File: src/rtl/core_id_scoreboard_pkg.sv
`default_nettype none
// ============================================================================
// Module   : core_id_scoreboard_pkg
// Brief    : Shared widths and helpers for the decode-stage write scoreboard.
// Revision : 1.0
// ============================================================================
package core_id_scoreboard_pkg;

    localparam int CORE_RFIDX_WIDTH  = 5;
    localparam int CORE_SB_CNT_WIDTH = 2;

    // x0 is hardwired, so writes to it are never tracked.
    function automatic logic idx_tracked(input logic [CORE_RFIDX_WIDTH-1:0] idx);
        return idx != '0;
    endfunction

endpackage
`default_nettype wire

File: src/rtl/core_id_sb_entry.sv
`default_nettype none
// ============================================================================
// Module   : core_id_sb_entry
// Brief    : Outstanding-write counter and youngest-is-load flag for one register.
// Revision : 1.0
// ============================================================================
module core_id_sb_entry
    import core_id_scoreboard_pkg::*;
#(
    parameter int CNT_W = CORE_SB_CNT_WIDTH
) (
    input  logic clk,
    input  logic rst,
    input  logic i_inc,
    input  logic i_dec,
    input  logic i_clr,
    input  logic i_ld,
    output logic o_busy,
    output logic o_multi,
    output logic o_full,
    output logic o_ld,
    output logic o_underflow
);

    logic [CNT_W-1:0] r_cnt;
    logic             r_ld;

    always_ff @(posedge clk or posedge rst) begin
        if (rst) begin
            r_cnt <= '0;
            r_ld  <= 1'b0;
        end else if (i_clr) begin
            r_cnt <= '0;
            r_ld  <= 1'b0;
        end else if (i_inc && i_dec) begin
            r_ld <= i_ld;
        end else if (i_inc) begin
            r_cnt <= r_cnt + CNT_W'(1);
            r_ld  <= i_ld;
        end else if (i_dec && (r_cnt != '0)) begin
            r_cnt <= r_cnt - CNT_W'(1);
            if (r_cnt == CNT_W'(1)) begin
                r_ld <= 1'b0;
            end
        end
    end

    assign o_busy      = (r_cnt != '0);
    assign o_multi     = (r_cnt > CNT_W'(1));
    assign o_full      = (r_cnt == {CNT_W{1'b1}});
    assign o_ld        = r_ld;
    assign o_underflow = i_dec && (r_cnt == '0);

endmodule
`default_nettype wire

File: src/rtl/core_id_scoreboard.sv
`default_nettype none
// ============================================================================
// Module   : core_id_scoreboard
// Brief    : Per-register outstanding-write scoreboard driving decode stall/empty.
// Revision : 1.0
// ============================================================================
module core_id_scoreboard
    import core_id_scoreboard_pkg::*;
#(
    parameter int NREG  = 32,
    parameter int CNT_W = CORE_SB_CNT_WIDTH
) (
    input  logic                        clk,
    input  logic                        rst,
    input  logic                        i_rs1_ren,
    input  logic                        i_rs2_ren,
    input  logic [CORE_RFIDX_WIDTH-1:0] i_rs1_idx,
    input  logic [CORE_RFIDX_WIDTH-1:0] i_rs2_idx,
    input  logic                        i_rd_wen,
    input  logic [CORE_RFIDX_WIDTH-1:0] i_rd_idx,
    input  logic                        i_is_load,
    input  logic                        i_issue,
    input  logic                        i_ret_valid,
    input  logic                        i_ret_rd_wen,
    input  logic [CORE_RFIDX_WIDTH-1:0] i_ret_rd_idx,
    input  logic                        i_flush_all,
    output logic                        o_rs1_busy,
    output logic                        o_rs2_busy,
    output logic                        o_stall,
    output logic                        o_empty,
    output logic                        o_err
);

    logic [NREG-1:0] w_nz;
    logic [NREG-1:0] w_multi;
    logic [NREG-1:0] w_full;
    logic [NREG-1:0] w_ld;
    logic [NREG-1:0] w_uf;

    logic w_rs1_busy;
    logic w_rs2_busy;
    logic w_stall;
    logic w_viol;
    logic w_iss_ev;
    logic w_ret_ev;
    logic r_err;

    assign w_nz[0]    = 1'b0;
    assign w_multi[0] = 1'b0;
    assign w_full[0]  = 1'b0;
    assign w_ld[0]    = 1'b0;
    assign w_uf[0]    = 1'b0;

    for (genvar r = 1; r < NREG; r++) begin : g_entry
        core_id_sb_entry #(
            .CNT_W (CNT_W)
        ) u_entry (
            .clk         (clk),
            .rst         (rst),
            .i_inc       (w_iss_ev && (i_rd_idx == CORE_RFIDX_WIDTH'(r))),
            .i_dec       (w_ret_ev && (i_ret_rd_idx == CORE_RFIDX_WIDTH'(r))),
            .i_clr       (i_flush_all),
            .i_ld        (i_is_load),
            .o_busy      (w_nz[r]),
            .o_multi     (w_multi[r]),
            .o_full      (w_full[r]),
            .o_ld        (w_ld[r]),
            .o_underflow (w_uf[r])
        );
    end

    assign w_rs1_busy = i_rs1_ren && idx_tracked(i_rs1_idx) && w_nz[i_rs1_idx];
    assign w_rs2_busy = i_rs2_ren && idx_tracked(i_rs2_idx) && w_nz[i_rs2_idx];

    // Loads cannot be forwarded from EX, and only the youngest write sits in
    // the single EX forward path, so either case must hold decode.
    assign w_stall = (w_rs1_busy && (w_ld[i_rs1_idx] || w_multi[i_rs1_idx]))
                  || (w_rs2_busy && (w_ld[i_rs2_idx] || w_multi[i_rs2_idx]))
                  || (i_rd_wen && idx_tracked(i_rd_idx) && w_full[i_rd_idx]);

    // An issue against a stall freezes every counter for that cycle.
    assign w_viol   = i_issue && w_stall;
    assign w_iss_ev = i_issue && !w_stall && i_rd_wen && idx_tracked(i_rd_idx);
    assign w_ret_ev = i_ret_valid && !w_viol && i_ret_rd_wen && idx_tracked(i_ret_rd_idx);

    always_ff @(posedge clk or posedge rst) begin
        if (rst) begin
            r_err <= 1'b0;
        end else if (w_viol || (|w_uf)) begin
            r_err <= 1'b1;
        end
    end

    assign o_rs1_busy = w_rs1_busy;
    assign o_rs2_busy = w_rs2_busy;
    assign o_stall    = w_stall;
    assign o_empty    = ~(|w_nz);
    assign o_err      = r_err;

endmodule
`default_nettype wire

File: config.mk
export PLATFORM = sky130hd
export DESIGN_NAME = core_id_scoreboard
export DESIGN_NICKNAME = d
export VERILOG_FILES = /design/src/rtl/core_id_scoreboard_pkg.sv /design/src/rtl/core_id_sb_entry.sv /design/src/rtl/core_id_scoreboard.sv
export SDC_FILE = /design/constraint.sdc
export NUM_CORES = 1
export LEC_CHECK = 0
export BUFFER_PORTS_ARGS = -buffer_cell sky130_fd_sc_hd__buf_2
export CAP_MARGIN = 10
export CORE_ASPECT_RATIO = 0.9
export CORE_MARGIN = 5
export CORE_UTILIZATION = 65
export DETAILED_ROUTE_END_ITERATION = 8
export HOLD_SLACK_MARGIN = 0.03
export PLACE_DENSITY = 0.83
export SYNTH_ARGS = -nofsm -noshare
export SYNTH_HDL_FRONTEND = slang
export SYNTH_HIERARCHICAL = 1
export SYNTH_SLANG_ARGS = --single-unit
File: constraint.sdc
create_clock -name clk -period 10.8 [get_ports clk]
set_clock_uncertainty 0.1 [all_clocks]
set_input_delay 0 -clock clk [delete_from_list [all_inputs] [get_ports clk]]
set_output_delay 0 -clock clk [all_outputs]
set_load 0.02 [all_outputs]
==> results by group <==
Pwr
  – Comb power frac: between 10% and 20%
  – Peak supply drop: between 0.08 and 0.09 mV
  – Internal power: ~0.62 mW
  – Reg power frac: 41.9%
  – PD cells: 82.6 nW/um^2
  – Leakage power: 4.27 nW
  – Net Sw Frac: ~27%
  – Clock share of power: ~45%
  – Final total power: between 0.8 and 0.9 mW
  – Net switching power figure: roughly 0.23 mW

STA
  – Worst-Margin Slew: between 1 and 1.5 ns
  – Tcrit/Tclk final: ~42%
  – Final Hold Viols: 0
  – Slew headroom: about 30%
  – Setup_tns: 0 ns
  – Final Max Tran Viols: 0
  – Final setup viols: 0
  – FMAX: approximately 220 MHz
  – Tmin final: approximately 4.6 ns
  – Setup repair after global routing missed its margin: no

Setup path
  – Crit path to: o_err
  – Critical setup path kind: flip-flop to flip-flop
  – CP required: roughly 11 ns
  – CP max FO: 32
  – Reg-to-reg endpoint: o_err
  – FF-to-FF path depth: 17
  – R2R Setup Slk: 6.25 ns
  – CP endpoint kind: flip-flop
  – RR Startpoint: g_entry[16].u_entry/r_cnt[0]
  – Setup crit start kind: flip-flop
  – Worst Path Arrival: ~4.7 ns
  – Critical path origin: g_entry[16].u_entry/r_cnt[0]

Synth
  – Seq/Total Area, Yosys: approximately 25%
  – Most common cell in the synthesized netlist: inv_1
  – Yosys warns: 6
  – Post-Syn Instances: approximately 1,100
  – Post-synth EDFFs: 0
  – Post-Syn Nets: approximately 1,300
  – Synth area leaders: dfrtp_1, ha_1, mux4_2
  – Synth unique cells: 63
  – Synth Cell Area: 9590 um^2
  – Synth Register Bits: 94
  – Top cell type by total area after synthesis: dfrtp_1
  – Avg Cell Area, Syn: ~8.5 um^2
  – Top-area cell type share of the netlist area: between 20% and 30%
  – Post-synth top cells: inv_1, nor2_1, dfrtp_1, ha_1, nor3_1
  – Async SR Flop Fraction: 100%
  – Primary FF master, synth: dfrtp_1

Route
  – 1st-iter DRT viols: approximately 960
  – Detail Route Antenna Nets: 0
  – Total Wirelength: around 27 mm
  – Routed wire per std cell: between 15 and 20 um
  – Drt via density: 6.50
  – Drt pass-1 iters: 5
  – DR vias: between 8,000 and 9,000
  – DRC Markers: 0

Place
  – Placed cell area: ~9900 um^2
  – Hpwl dp: between 15 and 20 mm
  – GP Congestion: around 0.96
  – Port-buffer cells: 34

Clock tree
  – Num CTS Buffers: 9
  – CTS hold repair buffers: 4
  – Post-CTS Resized: 0
  – Sink Count: 94
  – H-tree levels: 3
  – CTS tree: done
  – CTS root buffer: clkbuf_16
  – CTS Buffer Depth: 2
  – Worst-path clk slew: around 0.070 ns
  – Post-CTS setup buffer count: 0
  – Worst skew pair latency: roughly 0.37 ns

Finish
  – Nets: between 1,000 and 1,500
  – Fin area: roughly 10,000 um^2
  – Synthesis-to-finish area growth: 7.15%
  – Share of cells above drive strength 1: ~14%

Floorplan
  – Num rows: 42
  – Die Wd: between 100 and 150 um
  – Core area: around 15,000 um^2
  – Die ar.: roughly 17,000 um^2
  – I/O pin count: 35
  – Die Span Y: 125 um
  – Initial Utilization: 65.7%

GRT
  – Initial antenna violation count: 1
  – First-pass GRT wire length: approximately 43 mm
  – Vias in the first global route: ~8,500
  – Largest net degree at the start of global routing: a little under 80
  – Total track usage: around 30%
  – Total gr overflow: 0

Worst hold path
  – Worst hold path class: input pin to flip-flop

Run status
  – Status: complete, no violations

Job
  – Max cap viols: 0
area by class of cell:
class | instances | area, um^2
well taps | 198 | 248
inverters | 185 | 694
diodes | 1 | 2.50
repair buffers | 41 | 235
fillers | 1159 | 4330
flip-flops and latches | 94 | 2350
clock buffers | 11 | 243
multi-input cells | 829 | 6400
clock inverters | 5 | 106
sequential cells by signal, summed over array words and instances, names as in the netlist:
register               count
g_entry.u_entry/r_cnt     62
g_entry.u_entry/o_ld      31
o_err                      1
routing by layer:
metal / vias up / share of wire [%] / track usage, %
met2: 512 / 46 / 49.5
met4: 0 / 4.8 / 15.1
met3: 120 / 9.9 / 6.53
met5: - / 0 / 0
li1: 4072 / - / -
met1: 4156 / 39 / 38.4
power groups by stage:
stage / clock network, mW / registers [mW] / logic, mW
finish: 0.381 / 0.356 / 0.112
global route: 0.397 / 0.356 / 0.119
CTS: 0.386 / 0.356 / 0.109
detailed placement: 0 / 0.363 / 0.107
global placement: 0 / 0.363 / 0.106
floorplan: 0 / 0.362 / 0.0673
critical path, stage by stage, from the launching register on:
cell	delay, ns
dfrtp_1	0.42
inv_1	0.07
ha_1	0.24
inv_2	0.14
mux4_2	0.25
mux2i_1	0.10
or4b_1	0.51
a32oi_2	0.25
a32oi_2	0.15
a21boi_2	0.14
buf_4	0.38
nor4_1	0.17
dlygate4sd3_1	0.59
inv_1	0.08
nor2_1	0.08
nor4_1	0.25
nand4_1	0.15
or3_1	0.36
logic make-up (layout without fill, tap and decap cells):
kind of cell             count (synthesis)  in the layout  synth area share [%]
AO/OA/AOI/OAI                          213            213                  17.4
buffers and inverters                  212            242                  8.79
multiplexers                            83             83                  12.7
flip-flops                              94             94                  24.5
adder cells (fa/ha/maj)                 93             93                  12.1
AND/OR/NAND/NOR                        440            440                  24.4
other                                    0              1                     0
how the worst min path moves through the flow:
stage / startpoint / to / slack (ns) / depth (start not counted)
floorplan: rst / o_err / -0.37 / 1
global placement: rst / o_err / 0.12 / 2
detailed placement: rst / o_err / 0.11 / 2
CTS: i_ret_rd_idx[0] / g_entry[12].u_entry/r_cnt[1] / 0.05 / 5
global route: i_ret_rd_idx[0] / g_entry[12].u_entry/r_cnt[1] / 0.11 / 5
finish: i_ret_rd_idx[0] / g_entry[12].u_entry/r_cnt[1] / 0.07 / 5
placed cells by master, fill, tap and decap left out, types with 10 or more instances in the layout:
cell type  count
a21oi_1       50
o21ai_0       26
and2_1        10
dfrtp_1       94
ha_1          93
nor3b_1       28
nor3_1        85
inv_2         23
a211oi_2      22
inv_1        153
nor2b_1       34
o311a_1       22
buf_2         33
mux2i_1       48
o21a_1        32
mux4_2        30
nor2_1       121
nand2b_1      10
nand2_1       66
nor4_1        19
a311o_1       22
a211o_1       10
stage by stage:
stage                     setup slack (ns)  instances  hold WS (ns)  utilization [%]
after floorplan                       7.18       1135        -0.371                -
after global placement                6.65       1343         0.119             67.7
after detailed placement              6.48       1343         0.107             67.7
after CTS                             6.39       1363        0.0512             70.3
after global routing                  6.07       1364         0.110             70.3
final                                 6.25       1364        0.0667             70.3
No activity file was read; power rests on OpenSTA's default activity.
